<file path="src/rtl/ex_mem_stage.sv">
// Execute stage + EX/MEM register: ALU, dest select, branch/jump resolve, redirect.
// Latency: 1 cycle EX inputs -> EXMEM outputs; redirect is combinational same cycle.
// Backpressure: EXMEM_WriteEn=0 holds every register and gates redirect; EXMEM_Flush inserts a bubble.
// Optional operand forwarding muxes and ports are enabled by defining EX_FORWARD_EN.
module ex_mem_stage #(
   parameter int WIDTH = 32,
   parameter int REGW  = 5
) (
   input  logic             clk,
   input  logic             rst,
   input  logic [WIDTH-1:0] EX_InPC,
   input  logic [WIDTH-1:0] EX_InReadData1,
   input  logic [WIDTH-1:0] EX_InReadData2,
   input  logic [WIDTH-1:0] EX_InImm32,
   input  logic [REGW-1:0]  EX_InRt,
   input  logic [REGW-1:0]  EX_InRd,
   input  logic             EX_InALUSrc,
   input  logic             EX_InRegDst,
   input  logic             EX_InJump,
   input  logic             EX_InBranch,
   input  logic [2:0]       EX_InALUCtrl,
   input  logic             EX_InMemWrite,
   input  logic             EX_InMemRead,
   input  logic             EX_InMemtoReg,
   input  logic             EX_InRegWrite,
`ifdef EX_FORWARD_EN
   input  logic [1:0]       EX_ForwardA,
   input  logic [1:0]       EX_ForwardB,
   input  logic [WIDTH-1:0] EX_InWBData,
`endif
   input  logic             EXMEM_WriteEn,
   input  logic             EXMEM_Flush,
   output logic [WIDTH-1:0] EXMEM_OutALUResult,
   output logic [WIDTH-1:0] EXMEM_OutWriteData,
   output logic [REGW-1:0]  EXMEM_OutWriteReg,
   output logic             EXMEM_OutMemWrite,
   output logic             EXMEM_OutMemRead,
   output logic             EXMEM_OutMemtoReg,
   output logic             EXMEM_OutRegWrite,
   output logic             EXMEM_OutValid,
   output logic             EX_Redirect,
   output logic [WIDTH-1:0] EX_RedirectPC
);

   logic [WIDTH-1:0] opA;
   logic [WIDTH-1:0] opB;
   logic [WIDTH-1:0] aluB;
   logic [WIDTH-1:0] aluRes;
   logic [REGW-1:0]  writeReg;
   logic             branchEq;
   logic             squash;

`ifdef EX_FORWARD_EN
   // Operand forwarding: pick the freshest copy of each source register; 11 falls back to ID/EX.
   always_comb begin
      opA = EX_InReadData1;
      opB = EX_InReadData2;
      case (EX_ForwardA)
         2'b01:   opA = EX_InWBData;
         2'b10:   opA = EXMEM_OutALUResult;
         default: opA = EX_InReadData1;
      endcase
      case (EX_ForwardB)
         2'b01:   opB = EX_InWBData;
         2'b10:   opB = EXMEM_OutALUResult;
         default: opB = EX_InReadData2;
      endcase
   end
`else
   assign opA = EX_InReadData1;
   assign opB = EX_InReadData2;
`endif

   assign aluB     = EX_InALUSrc ? EX_InImm32 : opB;
   assign writeReg = EX_InRegDst ? EX_InRd : EX_InRt;
   assign branchEq = (opA == opB);

   // ALU: add/sub wrap silently, set-less-than results are zero-extended single bits.
   always_comb begin
      aluRes = '0;
      case (EX_InALUCtrl)
         3'b000: aluRes = opA & aluB;
         3'b001: aluRes = opA | aluB;
         3'b010: aluRes = opA + aluB;
         3'b011: aluRes = opA ^ aluB;
         3'b100: aluRes = ~(opA | aluB);
         3'b101: aluRes = {{(WIDTH-1){1'b0}}, (opA < aluB)};
         3'b110: aluRes = opA - aluB;
         3'b111: aluRes = {{(WIDTH-1){1'b0}}, ($signed(opA) < $signed(aluB))};
      endcase
   end

   // Redirect resolution: jump wins over branch; stalled, flushed or wrong-path slots never redirect.
   always_comb begin
      EX_RedirectPC = EX_InPC + (EX_InImm32 << 2);
      if (EX_InJump)
         EX_RedirectPC = {EX_InPC[WIDTH-1:28], EX_InImm32[25:0], 2'b00};
      EX_Redirect = (EX_InJump | (EX_InBranch & branchEq)) & EXMEM_WriteEn & ~EXMEM_Flush & ~squash;
   end

   // EX/MEM register and wrong-path squash flag: reset > flush > stall > latch.
   always_ff @(posedge clk) begin
      if (rst) begin
         EXMEM_OutALUResult <= '0;
         EXMEM_OutWriteData <= '0;
         EXMEM_OutWriteReg  <= '0;
         EXMEM_OutMemWrite  <= 1'b0;
         EXMEM_OutMemRead   <= 1'b0;
         EXMEM_OutMemtoReg  <= 1'b0;
         EXMEM_OutRegWrite  <= 1'b0;
         EXMEM_OutValid     <= 1'b0;
         squash             <= 1'b0;
      end else if (EXMEM_Flush) begin
         EXMEM_OutALUResult <= '0;
         EXMEM_OutWriteData <= '0;
         EXMEM_OutWriteReg  <= '0;
         EXMEM_OutMemWrite  <= 1'b0;
         EXMEM_OutMemRead   <= 1'b0;
         EXMEM_OutMemtoReg  <= 1'b0;
         EXMEM_OutRegWrite  <= 1'b0;
         EXMEM_OutValid     <= 1'b0;
         squash             <= 1'b0;
      end else if (EXMEM_WriteEn) begin
         // A squashed slot keeps its data but loses every side-effecting control.
         EXMEM_OutALUResult <= aluRes;
         EXMEM_OutWriteData <= opB;
         EXMEM_OutWriteReg  <= squash ? '0 : writeReg;
         EXMEM_OutMemWrite  <= EX_InMemWrite & ~squash;
         EXMEM_OutMemRead   <= EX_InMemRead  & ~squash;
         EXMEM_OutMemtoReg  <= EX_InMemtoReg & ~squash;
         EXMEM_OutRegWrite  <= EX_InRegWrite & ~squash;
         EXMEM_OutValid     <= ~squash;
         squash             <= EX_Redirect;
      end
   end

endmodule

</file>
<file path="config.mk">
export PLATFORM = sky130hd
export DESIGN_NAME = ex_mem_stage
export DESIGN_NICKNAME = d
export VERILOG_FILES = /design/src/rtl/ex_mem_stage.sv
export SDC_FILE = /design/constraint.sdc
export NUM_CORES = 1
export LEC_CHECK = 0
export BUFFER_PORTS_ARGS = -buffer_cell sky130_fd_sc_hd__buf_2
export CAP_MARGIN = 20
export CORE_MARGIN = 5
export CORE_UTILIZATION = 50
export DETAILED_ROUTE_END_ITERATION = 8
export GPL_TIMING_DRIVEN = 0
export PLACE_DENSITY = 0.81
export SETUP_SLACK_MARGIN = 0.2
export SLEW_MARGIN = 20
export SYNTH_ARGS = -nofsm -noshare
export SYNTH_HDL_FRONTEND = slang
export SYNTH_SLANG_ARGS = --single-unit
export TNS_END_PERCENT = 50
</file>
<file path="constraint.sdc">
create_clock -name clk -period 6.1 [get_ports clk]
set_input_delay 1.22 -clock clk [delete_from_list [all_inputs] [get_ports clk]]
set_output_delay 1.22 -clock clk [all_outputs]
set_load 0.03 [all_outputs]
</file>
==> results by group, run 1 <==
Layout
  – Layout filler cell count: 1,900
  – Post-Route Utilization: 60.5%
  – Finished Layout Cells: 1,971
  – Post-route cell area: 12,200 µm²
  – Layout cell share with drive strength beyond 1: 18.7%
  – P&R area growth vs syn: 18.8%
  – Nets@finish: 1,980

Min path
  – Worst hold-check path type: reg2reg

Logic synthesis
  – Main synth FF type: dfxtp_1
  – Distinct cells, synth: 84
  – Syn Nets: 1,712
  – #FFs+latches synth: 75
  – Yosys warns: 0
  – Yosys top cell area share: 15.7%
  – Synth top cells by count: 143 x nor2_1, 135 x a21oi_1, 129 x ha_1, 112 x inv_1, 107 x nand2_1
  – Sequential share of the synthesized area: 14.6%
  – Mapped Area: 10,300 µm²
  – Mapped Avg Cell Area: 7.22 µm²
  – Async SR Flop Fraction: 0%
  – Area contributors post-synth: ha_1 16%, dfxtp_1 15%, mux2i_1 6.8%, a21oi_1 6.6%, nor2_1 5.2%
  – Instance count of the mapped netlist: 1,427
  – Most frequent cell after synthesis: nor2_1
  – Post-synth top area cell: ha_1
  – Number of synthesized flops with an enable pin: 0

STA
  – Pin slew with the least headroom to its limit: 1.10 ns
  – Fmax: 177 MHz
  – Final setup viols: 0
  – Period utilisation layout: 92.6%
  – Period minus WS final: 5.65 ns
  – TNS Setup: 0 ns
  – Hold Violations, Final: 0
  – Final Skew: 0.00495 ns
  – PnR worst setup slack: 0.452 ns
  – Max-slew headroom: 26.9%
  – Slew Viols, Final: 0
  – RSZ-0062 raised after global routing: false

Clock tree
  – CTS tree: yes
  – Clock sinks: 75
  – Post-CTS Setup Bufs: 0
  – Root buffer cell: clkbuf_16
  – H-tree Lvls: 3
  – Worst-Skew Late Latency: 0.37 ns
  – PostCTS Resize Cnt: 0
  – Hold Buf Count CTS: 0
  – Clk slew on worst S/H paths: 0.08 ns
  – Maximum clock path buffer count: 2
  – TritonCTS buffer count: 9

Floorplan
  – Total core area: 20,200 µm²
  – Initial Util: 50.9%
  – Die Ht: 154 µm
  – Io pins: 260
  – Number of placement rows: 52
  – Die width: 154 µm
  – Die area: 23,600 µm²

Worst setup path
  – RR Endpoint: EXMEM_OutMemtoReg$_SDFFE_PP0P_
  – Crit-path max cell delay: 0.69 ns
  – Reg-to-reg setup timing slack: 4.88 ns
  – Crit path max fanout: 10
  – Slowest CP cell: buf_1
  – R2R cell count: 4
  – CP arrival: 5.87 ns
  – Worst Setup End Kind: flip-flop
  – Worst setup SP type: primary input
  – CP Cell Sequence: clkbuf_1 -> buf_1 -> mux2i_1 -> inv_1 -> fa_1 -> a21o_1 -> a221oi_2 -> a21oi_1 -> o2111ai_1 -> o21a_1 -> o311ai_0 -> a222oi_1 -> o21ai_0
  – FF-to-FF Start: squash$_SDFFE_PP0P_
  – Critical path origin: EX_InALUSrc
  – End point of the critical path: EXMEM_OutALUResult[18]$_SDFFE_PP0P_
  – Crit Path Category: in2reg
  – CP required: 6.33 ns

GRT
  – Largest net degree at the start of global routing: 17
  – Met2 Resource Use GR: 59.6%
  – Tot GR Track Use: 38.4%
  – M3 GR Usage: 10.7%
  – Met1 Resource Use GR: 51.3%
  – Remaining global-route overflow: 0
  – Busiest grt layer: met2
  – First-pass GRT wire length: 71.0 mm
  – Vias in the first global route: 11,900
  – Antenna violations before repair: 3

Power and ir drop
  – Pleak: 5.89 nW
  – Power per cell area: 191 nW/µm²
  – Peak VDD IR: 110 µV

Detailed routing
  – Vias post-DR: 12,400
  – Routed len/inst: 24.2 µm
  – Antenna-violating nets left: 0
  – Vias per cell: 6.29
  – Drc violations: 0
  – Total Wirelength: 47.7 mm
  – Detailed Route Iter0 Violations: 1,344
  – First-pass DRT Iterations: 9

Placement
  – Area post-placement: 11,900 µm²
  – Global placement routability congestion: 1.03
  – Placed Cells: 1,954
  – Dpl ws: 0.342 ns
  – Post-DP HPWL: 38.6 mm
  – # port buffers: 257

Outcome
  – Outcome: finished clean

Run
  – Maxcap violations: 0
cells by family after synthesis:
family | after synthesis | share of synthesized area [%]
buffers and inverters | 196 | 7.38
AOI/OAI and AO/OA | 476 | 30.0
adders and majority gates | 132 | 16.2
muxes | 78 | 7.67
xor gates and xnor gates | 80 | 6.80
DFF | 75 | 14.6
and+or+nand+nor | 390 | 17.3
critical path, delay by kind of cell:
family | cells | cell delay, ns
AO/OA/AOI/OAI | 8 | 2.56
adder cells (fa/ha/maj) | 1 | 0.46
buffers and inverters | 3 | 1.13
multiplexers | 1 | 0.48
sequential cells by signal (all words and copies together) (netlist names):
register and flops:
EXMEM_OutRegWrite 1, EXMEM_OutWriteReg 5, EXMEM_OutALUResult 32, EXMEM_OutMemtoReg 1, EXMEM_OutMemRead 1, EXMEM_OutValid 1, squash 1, EXMEM_OutMemWrite 1
EXMEM_OutWriteData 32
power by group:
part,internal [mW],leakage (nW),switching [mW]
clock,0.330,0.155,0.292
combinational,0.410,5.12,0.785
sequential,0.508,0.610,0.0100
total,1.25,5.89,1.09
cells in the final DEF (no fill, tap or decap), types with 19 or more instances in the layout:
cell type | netlist | layout
nand3_1 | 20 | 20
ha_1 | 129 | 129
xnor2_1 | 56 | 56
xor2_1 | 24 | 24
o21ai_0 | 106 | 106
mux2i_1 | 70 | 70
o211ai_1 | 30 | 30
dfxtp_1 | 75 | 75
a21oi_1 | 135 | 135
clkbuf_1 | 49 | 49
o21bai_1 | 19 | 19
buf_2 | 14 | 271
inv_1 | 112 | 112
nand2_1 | 107 | 107
a21o_1 | 25 | 25
nor2_1 | 143 | 143
worst min path at each step:
| stage | start | to | cells past startpoint |
|---|---|---|---|
| 6_report | EXMEM_OutALUResult[13]$_SDFFE_PP0P_ | EXMEM_OutALUResult[13]$_SDFFE_PP0P_ | 2 |
| 5_1_grt | EXMEM_OutALUResult[13]$_SDFFE_PP0P_ | EXMEM_OutALUResult[13]$_SDFFE_PP0P_ | 2 |
| 4_1_cts | EXMEM_OutALUResult[13]$_SDFFE_PP0P_ | EXMEM_OutALUResult[13]$_SDFFE_PP0P_ | 2 |
| 3_5_place_dp | EXMEM_OutALUResult[13]$_SDFFE_PP0P_ | EXMEM_OutALUResult[13]$_SDFFE_PP0P_ | 2 |
| 3_3_place_gp | EXMEM_OutALUResult[13]$_SDFFE_PP0P_ | EXMEM_OutALUResult[13]$_SDFFE_PP0P_ | 2 |
| 2_1_floorplan | squash$_SDFFE_PP0P_ | squash$_SDFFE_PP0P_ | 2 |
metrics by stage:
stage | hold WS (ns) | total power, mW
6_report | 0.444 | 2.33
5_1_grt | 0.471 | 2.43
4_1_cts | 0.446 | 2.28
3_5_place_dp | 0.436 | 1.67
3_3_place_gp | 0.433 | 1.67
2_1_floorplan | 0.445 | 1.30
layout make-up:
class / count / area, µm² / share of cell area (%)
diodes: 1 / 2.50 / 0.0204
plain buffers: 81 / 329 / 2.69
clock buffers: 9 / 225 / 1.84
clock inverters: 7 / 87.6 / 0.715
inverters: 115 / 432 / 3.53
multi-input cells: 1156 / 8040 / 65.7
flip-flops and latches: 75 / 1500 / 12.3
well taps: 270 / 338 / 2.76
repair buffers: 257 / 1290 / 10.5
metal layers:
layer | up-vias | routed length, µm
li1 | 5658 | -
met5 | - | 14
met4 | 4 | 1780
met3 | 119 | 6090
met2 | 828 | 20700
met1 | 5794 | 19100
Note: power is estimated with default switching activity, not from simulation.
==> inputs of run 2 (changes only) <==
- MAX_ROUTING_LAYER: default -> met4
- PLACE_DENSITY: 0.81 -> 0.79
==> results by group, run 2 (synthesis gave the netlist of run 1 again) <==
Detailed routing
  – Antenna-violating nets left: 0 (unchanged)
  – First-pass DRT Iterations: 7 (was 9)
  – Detailed Route Iter0 Violations: 1,521 (was 1,344)
  – Routed len/inst: 23.8 µm (was 24.2 µm)
  – Vias per cell: 6.27 (was 6.29)
  – Total Wirelength: 47.0 mm (was 47.7 mm)
  – Vias post-DR: 12,400 (about the same)
  – Drc violations: 0 (unchanged)

Clock tree
  – Post-CTS Setup Bufs: 0 (unchanged)
  – PostCTS Resize Cnt: 0 (unchanged)
  – Hold Buf Count CTS: 0 (unchanged)
  – Maximum clock path buffer count: 2 (unchanged)
  – Worst-Skew Late Latency: 0.36 ns (was 0.37 ns)
  – Root buffer cell: clkbuf_16 (unchanged)
  – H-tree Lvls: 3 (unchanged)
  – Clock sinks: 75 (unchanged)
  – Clk slew on worst S/H paths: 0.07 ns (was 0.08 ns)
  – CTS tree: yes (unchanged)
  – TritonCTS buffer count: 9 (unchanged)

Floorplan
  – Number of placement rows: 52 (unchanged)
  – Die Ht: 154 µm (unchanged)
  – Io pins: 260 (unchanged)
  – Total core area: 20,200 µm² (unchanged)
  – Die area: 23,600 µm² (unchanged)
  – Die width: 154 µm (unchanged)
  – Initial Util: 50.9% (unchanged)

STA
  – Fmax: 180 MHz (was 177 MHz)
  – Slew Viols, Final: 0 (unchanged)
  – PnR worst setup slack: 0.529 ns (was 0.452 ns)
  – Pin slew with the least headroom to its limit: 0.976 ns (was 1.10 ns)
  – Period utilisation layout: 91.3% (was 92.6%)
  – Max-slew headroom: 34.3% (was 26.9%)
  – Hold Violations, Final: 0 (unchanged)
  – Final setup viols: 0 (unchanged)
  – Period minus WS final: 5.57 ns (was 5.65 ns)
  – TNS Setup: 0 ns (unchanged)
  – Final Skew: 0.000888 ns (was 0.00495 ns)
  – RSZ-0062 raised after global routing: false (unchanged)

Power and ir drop
  – Part of the power in combinational logic: 51.8% (was 51.2%)
  – Pleak: 5.88 nW (was 5.89 nW)
  – Power per cell area: 189 nW/µm² (was 191 nW/µm²)
  – Overall Power: 2.32 mW (was 2.33 mW)
  – Psw: 1.07 mW (was 1.09 mW)
  – Int Power: 1.24 mW (was 1.25 mW)
  – Switch share: 46.4% (was 46.6%)
  – Clock share of power: 25.8% (was 26.6%)
  – Peak VDD IR: 132 µV (was 110 µV)
  – Seq pwr share: 22.3% (was 22.2%)

GRT
  – Antenna violations before repair: 2 (was 3)
  – Vias in the first global route: 11,700 (was 11,900)
  – Met1 Resource Use GR: 50.8% (was 51.3%)
  – Met2 Resource Use GR: 57.7% (was 59.6%)
  – M3 GR Usage: 10.3% (was 10.7%)
  – Remaining global-route overflow: 0 (unchanged)
  – Tot GR Track Use: 38.7% (was 38.4%)
  – Largest net degree at the start of global routing: 16 (was 17)
  – First-pass GRT wire length: 69.3 mm (was 71.0 mm)
  – Busiest grt layer: met2 (unchanged)

Layout
  – P&R area growth vs syn: 18.8% (about the same)
  – Layout cell share with drive strength beyond 1: 18.7% (unchanged)
  – Commonest non-fill, non-tap cells in the layout: 271 x buf_2, 143 x nor2_1, 135 x a21oi_1 (unchanged)
  – Finished Layout Cells: 1,972 (was 1,971)
  – Post-route cell area: 12,200 µm² (about the same)
  – Layout filler cell count: 1,952 (was 1,900)
  – Top Registers: EXMEM_OutALUResult x32, EXMEM_OutWriteData x32, EXMEM_OutWriteReg x5 (unchanged)
  – Commonest non-fill, non-tap cell in the layout: buf_2 (unchanged)
  – Nets@finish: 1,980 (unchanged)

Worst setup path
  – Crit path max fanout: 10 (unchanged)
  – Crit Path Category: in2reg (unchanged)
  – Slowest CP cell: a21boi_0 (was buf_1)
  – CP arrival: 5.80 ns (was 5.87 ns)
  – R2R cell count: 4 (unchanged)
  – CP Cell Sequence: clkbuf_1 -> buf_1 -> mux2i_1 -> ha_1 -> buf_2 -> or3b_1 -> nand4_1 -> a31oi_1 -> o211ai_1 -> nand3_1 -> a21boi_0 -> xor2_1 -> a222oi_1 -> o21ai_0 (was clkbuf_1 -> buf_1 -> mux2i_1 -> inv_1 -> fa_1 -> a21o_1 -> a221oi_2 -> a21oi_1 -> o2111ai_1 -> o21a_1 -> o311ai_0 -> a222oi_1 -> o21ai_0)
  – Worst setup SP type: primary input (unchanged)
  – Crit-path max cell delay: 0.78 ns (was 0.69 ns)
  – CP required: 6.33 ns (about the same)
  – Worst Setup End Kind: flip-flop (unchanged)

Placement
  – Global placement routability congestion: 1.05 (was 1.03)
  – # port buffers: 257 (unchanged)
  – Area post-placement: 11,900 µm² (unchanged)
  – Placed Cells: 1,954 (unchanged)
  – Post-DP HPWL: 38.2 mm (was 38.6 mm)
  – Dpl ws: 0.437 ns (was 0.342 ns)

Min path
  – Hold depth: 2 (unchanged)
  – Worst hold-check path type: reg2reg (unchanged)

Outcome
  – Outcome: finished clean (unchanged)

Run
  – Maxcap violations: 0 (unchanged)
-- run 2: cell count changes in the layout (fill, tap and decap cells not counted), sizes merged --
cell      change
clkinv        +1
clkinvlp      +2
diode         +1
inv           -3
-- run 2: power by group through the flow --
stage / sequential (mW) / combinational (mW) / clock [mW]
finish: 0.518 / 1.20 / 0.599
global route: 0.520 / 1.28 / 0.620
CTS: 0.518 / 1.16 / 0.597
detailed placement: 0.528 / 1.15 / 0
global placement: 0.528 / 1.15 / 0
floorplan: 0.563 / 0.739 / 0
-- run 2: path summary, 6_finish.rpt --
check / slack, ns / from / endpoint
worst max-delay path: 0.53 / EX_InALUSrc / EXMEM_OutALUResult[21]$_SDFFE_PP0P_
worst max register to register: 4.93 / squash$_SDFFE_PP0P_ / EXMEM_OutWriteReg[3]$_SDFFE_PP0P_
worst min register to register: 0.44 / EXMEM_OutALUResult[12]$_SDFFE_PP0P_ / EXMEM_OutALUResult[12]$_SDFFE_PP0P_
worst min-delay path: 0.44 / EXMEM_OutALUResult[12]$_SDFFE_PP0P_ / EXMEM_OutALUResult[12]$_SDFFE_PP0P_
-- run 2: cell type report --
type                            instances  area (µm²)  area share (%)
Clock inverter                          7        82.6           0.675
Timing Repair Buffer                  257        1290            10.5
Inverter                              115         432            3.53
Multi-Input combinational cell       1156        8040            65.7
Buffer                                 81         329            2.69
Sequential cell                        75        1500            12.3
Antenna cell                            2        5.00          0.0409
Clock buffer                            9         225            1.84
Tap cell                              270         338            2.76
-- run 2: critical path: cells and delay by family --
| family | cells | cell delay (ns) |
|---|---|---|
| AOI/OAI and AO/OA | 5 | 1.92 |
| xor gates and xnor gates | 1 | 0.16 |
| adders and majority gates | 1 | 0.35 |
| buffers and inverters | 3 | 1.14 |
| muxes | 1 | 0.32 |
| and+or+nand+nor | 3 | 0.68 |
-- run 2: per-stage QoR --
stage	utilization (%)	hold WS [ns]
3_3_place_gp	58.9	0.430
2_1_floorplan	-	0.445
4_1_cts	60.5	0.442
3_5_place_dp	58.9	0.434
5_1_grt	60.5	0.463
6_report	60.5	0.443
-- run 2: layer usage --
metal	up-vias	routed length, µm
li1	5662	-
met1	5711	19000
met2	853	20000
met3	131	6200
met4	0	1870
met5	-	0
==> inputs of run 3 (changes only) <==
--- a/constraint.sdc
+++ b/constraint.sdc
@@ -3,2 +3,2 @@
 set_output_delay 1.22 -clock clk [all_outputs]
-set_load 0.03 [all_outputs]
+set_load 0.1 [all_outputs]
==> results by group, run 3 (synthesis gave the netlist of run 1 again) <==
Outcome
  – Outcome: finished clean (unchanged)

Clock tree
  – Clk slew on worst S/H paths: 0.07 ns (about the same)
  – PostCTS Resize Cnt: 0 (unchanged)
  – CTS tree: yes (unchanged)
  – Root buffer cell: clkbuf_16 (unchanged)
  – Worst-Skew Late Latency: 0.36 ns (about the same)
  – Clock sinks: 75 (unchanged)
  – TritonCTS buffer count: 9 (unchanged)
  – H-tree Lvls: 3 (unchanged)
  – Maximum clock path buffer count: 2 (unchanged)
  – Post-CTS Setup Bufs: 0 (unchanged)
  – Hold Buf Count CTS: 0 (unchanged)

Power and ir drop
  – Clock share of power: 23.5% (was 25.8%)
  – Part of the power in combinational logic: 56.3% (was 51.8%)
  – Power per cell area: 210 nW/µm² (was 189 nW/µm²)
  – Seq pwr share: 20.2% (was 22.3%)
  – Overall Power: 2.57 mW (was 2.32 mW)
  – Psw: 1.32 mW (was 1.07 mW)
  – Peak VDD IR: 144 µV (was 132 µV)
  – Int Power: 1.25 mW (was 1.24 mW)
  – Pleak: 5.88 nW (about the same)
  – Switch share: 51.4% (was 46.4%)

Layout
  – Commonest non-fill, non-tap cell in the layout: buf_2 (unchanged)
  – Post-Route Utilization: 60.5% (about the same)
  – P&R area growth vs syn: 18.9% (was 18.8%)
  – Nets@finish: 1,980 (unchanged)
  – Top Registers: EXMEM_OutALUResult x32, EXMEM_OutWriteData x32, EXMEM_OutWriteReg x5 (unchanged)
  – Finished Layout Cells: 1,975 (was 1,972)
  – Commonest non-fill, non-tap cells in the layout: 271 x buf_2, 143 x nor2_1, 135 x a21oi_1 (unchanged)
  – Layout cell share with drive strength beyond 1: 18.7% (unchanged)
  – Post-route cell area: 12,300 µm² (was 12,200 µm²)

STA
  – Final Skew: 0.00689 ns (was 0.000888 ns)
  – Final setup viols: 0 (unchanged)
  – Period utilisation layout: 92.1% (was 91.3%)
  – Fmax: 178 MHz (was 180 MHz)
  – Max-slew headroom: 26.2% (was 34.3%)
  – Final hold slack: 0.446 ns (was 0.443 ns)
  – PnR worst setup slack: 0.484 ns (was 0.529 ns)
  – TNS Setup: 0 ns (unchanged)
  – RSZ-0062 raised after global routing: false (unchanged)
  – Pin slew with the least headroom to its limit: 1.11 ns (was 0.976 ns)
  – Hold Violations, Final: 0 (unchanged)
  – Period minus WS final: 5.62 ns (was 5.57 ns)
  – Slew Viols, Final: 0 (unchanged)

Floorplan
  – Die area: 23,600 µm² (unchanged)
  – Io pins: 260 (unchanged)
  – Die Ht: 154 µm (unchanged)
  – Initial Util: 50.9% (unchanged)
  – Number of placement rows: 52 (unchanged)
  – Die width: 154 µm (unchanged)
  – Total core area: 20,200 µm² (unchanged)

Worst setup path
  – Crit-path max cell delay: 0.68 ns (was 0.78 ns)
  – CP required: 4.88 ns (was 6.33 ns)
  – CP Cell Sequence: buf_2 -> ha_1 -> inv_1 -> fa_1 -> nor2b_1 -> o21a_1 -> o211ai_1 -> nand3_1 -> a21oi_1 -> o31ai_1 -> a211o_1 -> a31oi_1 -> xor2_1 -> o21ai_1 -> buf_2 (was clkbuf_1 -> buf_1 -> mux2i_1 -> ha_1 -> buf_2 -> or3b_1 -> nand4_1 -> a31oi_1 -> o211ai_1 -> nand3_1 -> a21boi_0 -> xor2_1 -> a222oi_1 -> o21ai_0)
  – Slowest CP cell: o31ai_1 (was a21boi_0)
  – Crit path top cell by count: buf_2
  – Crit Path Category: in2out (was in2reg)
  – Worst Setup End Kind: output pin (was flip-flop)
  – Worst setup SP type: primary input (unchanged)
  – Crit path max fanout: 5 (was 10)
  – CP arrival: 4.40 ns (was 5.80 ns)

GRT
  – Remaining global-route overflow: 0 (unchanged)
  – Vias in the first global route: 11,600 (was 11,700)
  – Largest net degree at the start of global routing: 15 (was 16)
  – First-pass GRT wire length: 69.5 mm (was 69.3 mm)
  – Antenna violations before repair: 5 (was 2)
  – Tot GR Track Use: 38.9% (was 38.7%)

Min path
  – Worst hold-check path type: reg2reg (unchanged)

Detailed routing
  – Vias per cell: 6.31 (was 6.27)
  – Total Wirelength: 47.5 mm (was 47.0 mm)
  – Metal2 WL: 20.8 mm (was 20.0 mm)
  – Routed len/inst: 24.0 µm (was 23.8 µm)
  – First-pass DRT Iterations: 9 (was 7)
  – WL met1: 19.0 mm (about the same)
  – Vias post-DR: 12,500 (was 12,400)
  – Top routing layer used: met4 (unchanged)
  – Antenna-violating nets left: 0 (unchanged)
  – Drc violations: 0 (unchanged)
  – Detailed Route Iter0 Violations: 1,486 (was 1,521)
  – Routed length on met3: 6.00 mm (was 6.20 mm)

Placement
  – Dpl ws: 0.371 ns (was 0.437 ns)
  – Area post-placement: 11,900 µm² (unchanged)
  – Post-DP HPWL: 38.3 mm (was 38.2 mm)
  – Global placement routability congestion: 1.02 (was 1.05)
  – Placed Cells: 1,954 (unchanged)
  – # port buffers: 257 (unchanged)

Run
  – Maxcap violations: 0 (unchanged)
==> run 3: changes by cell type in the layout (fill, tap and decap cells not counted), sizes merged <==
cell	before	now
diode	2	5
clkbuf	58	59
clkinv	2	3
clkinvlp	2	1
inv	117	116
==> run 3: area by class of cell <==
class | count | area (µm²)
Antenna cell | 5 | 12.5
Fill cell | 1994 | 7980
Tap cell | 270 | 338
Clock inverter | 6 | 72.6
Timing Repair Buffer | 257 | 1290
Multi-Input combinational cell | 1156 | 8040
Sequential cell | 75 | 1500
Inverter | 115 | 432
Clock buffer | 10 | 239
Buffer | 81 | 329
==> run 3: metal layers <==
layer  GRT usage, %  up-vias
li1               -     5646
met2           58.8      865
met4           14.3        0
met5              -        -
met3           8.74      131
met1           51.1     5819
==> run 3: final timing paths <==
| check | startpoint | to | slack (ns) | cells past startpoint |
|---|---|---|---|---|
| worst max-delay path | EX_InImm32[0] | EX_RedirectPC[30] | 0.48 | 15 |
| worst min-delay path | EXMEM_OutALUResult[12]$_SDFFE_PP0P_ | EXMEM_OutALUResult[12]$_SDFFE_PP0P_ | 0.45 | 2 |
| worst max register to register | squash$_SDFFE_PP0P_ | EXMEM_OutMemRead$_SDFFE_PP0P_ | 4.84 | 4 |
| worst min register to register | EXMEM_OutALUResult[12]$_SDFFE_PP0P_ | EXMEM_OutALUResult[12]$_SDFFE_PP0P_ | 0.45 | 2 |
==> run 3: worst max-delay path: cells and delay by family <==
kind / cells / cell delay [ns]
and+or+nand+nor: 2 / 0.22
adders and majority gates: 2 / 0.60
buffers and inverters: 3 / 0.63
AOI/OAI and AO/OA: 7 / 1.57
xor gates and xnor gates: 1 / 0.15
==> run 3: power by group through the flow <==
stage | logic, mW | clock network [mW] | registers (mW)
after detailed placement | 1.40 | 0 | 0.529
after CTS | 1.41 | 0.595 | 0.518
after global routing | 1.53 | 0.620 | 0.520
after global placement | 1.40 | 0 | 0.529
after floorplan | 0.896 | 0 | 0.658
final | 1.45 | 0.605 | 0.518
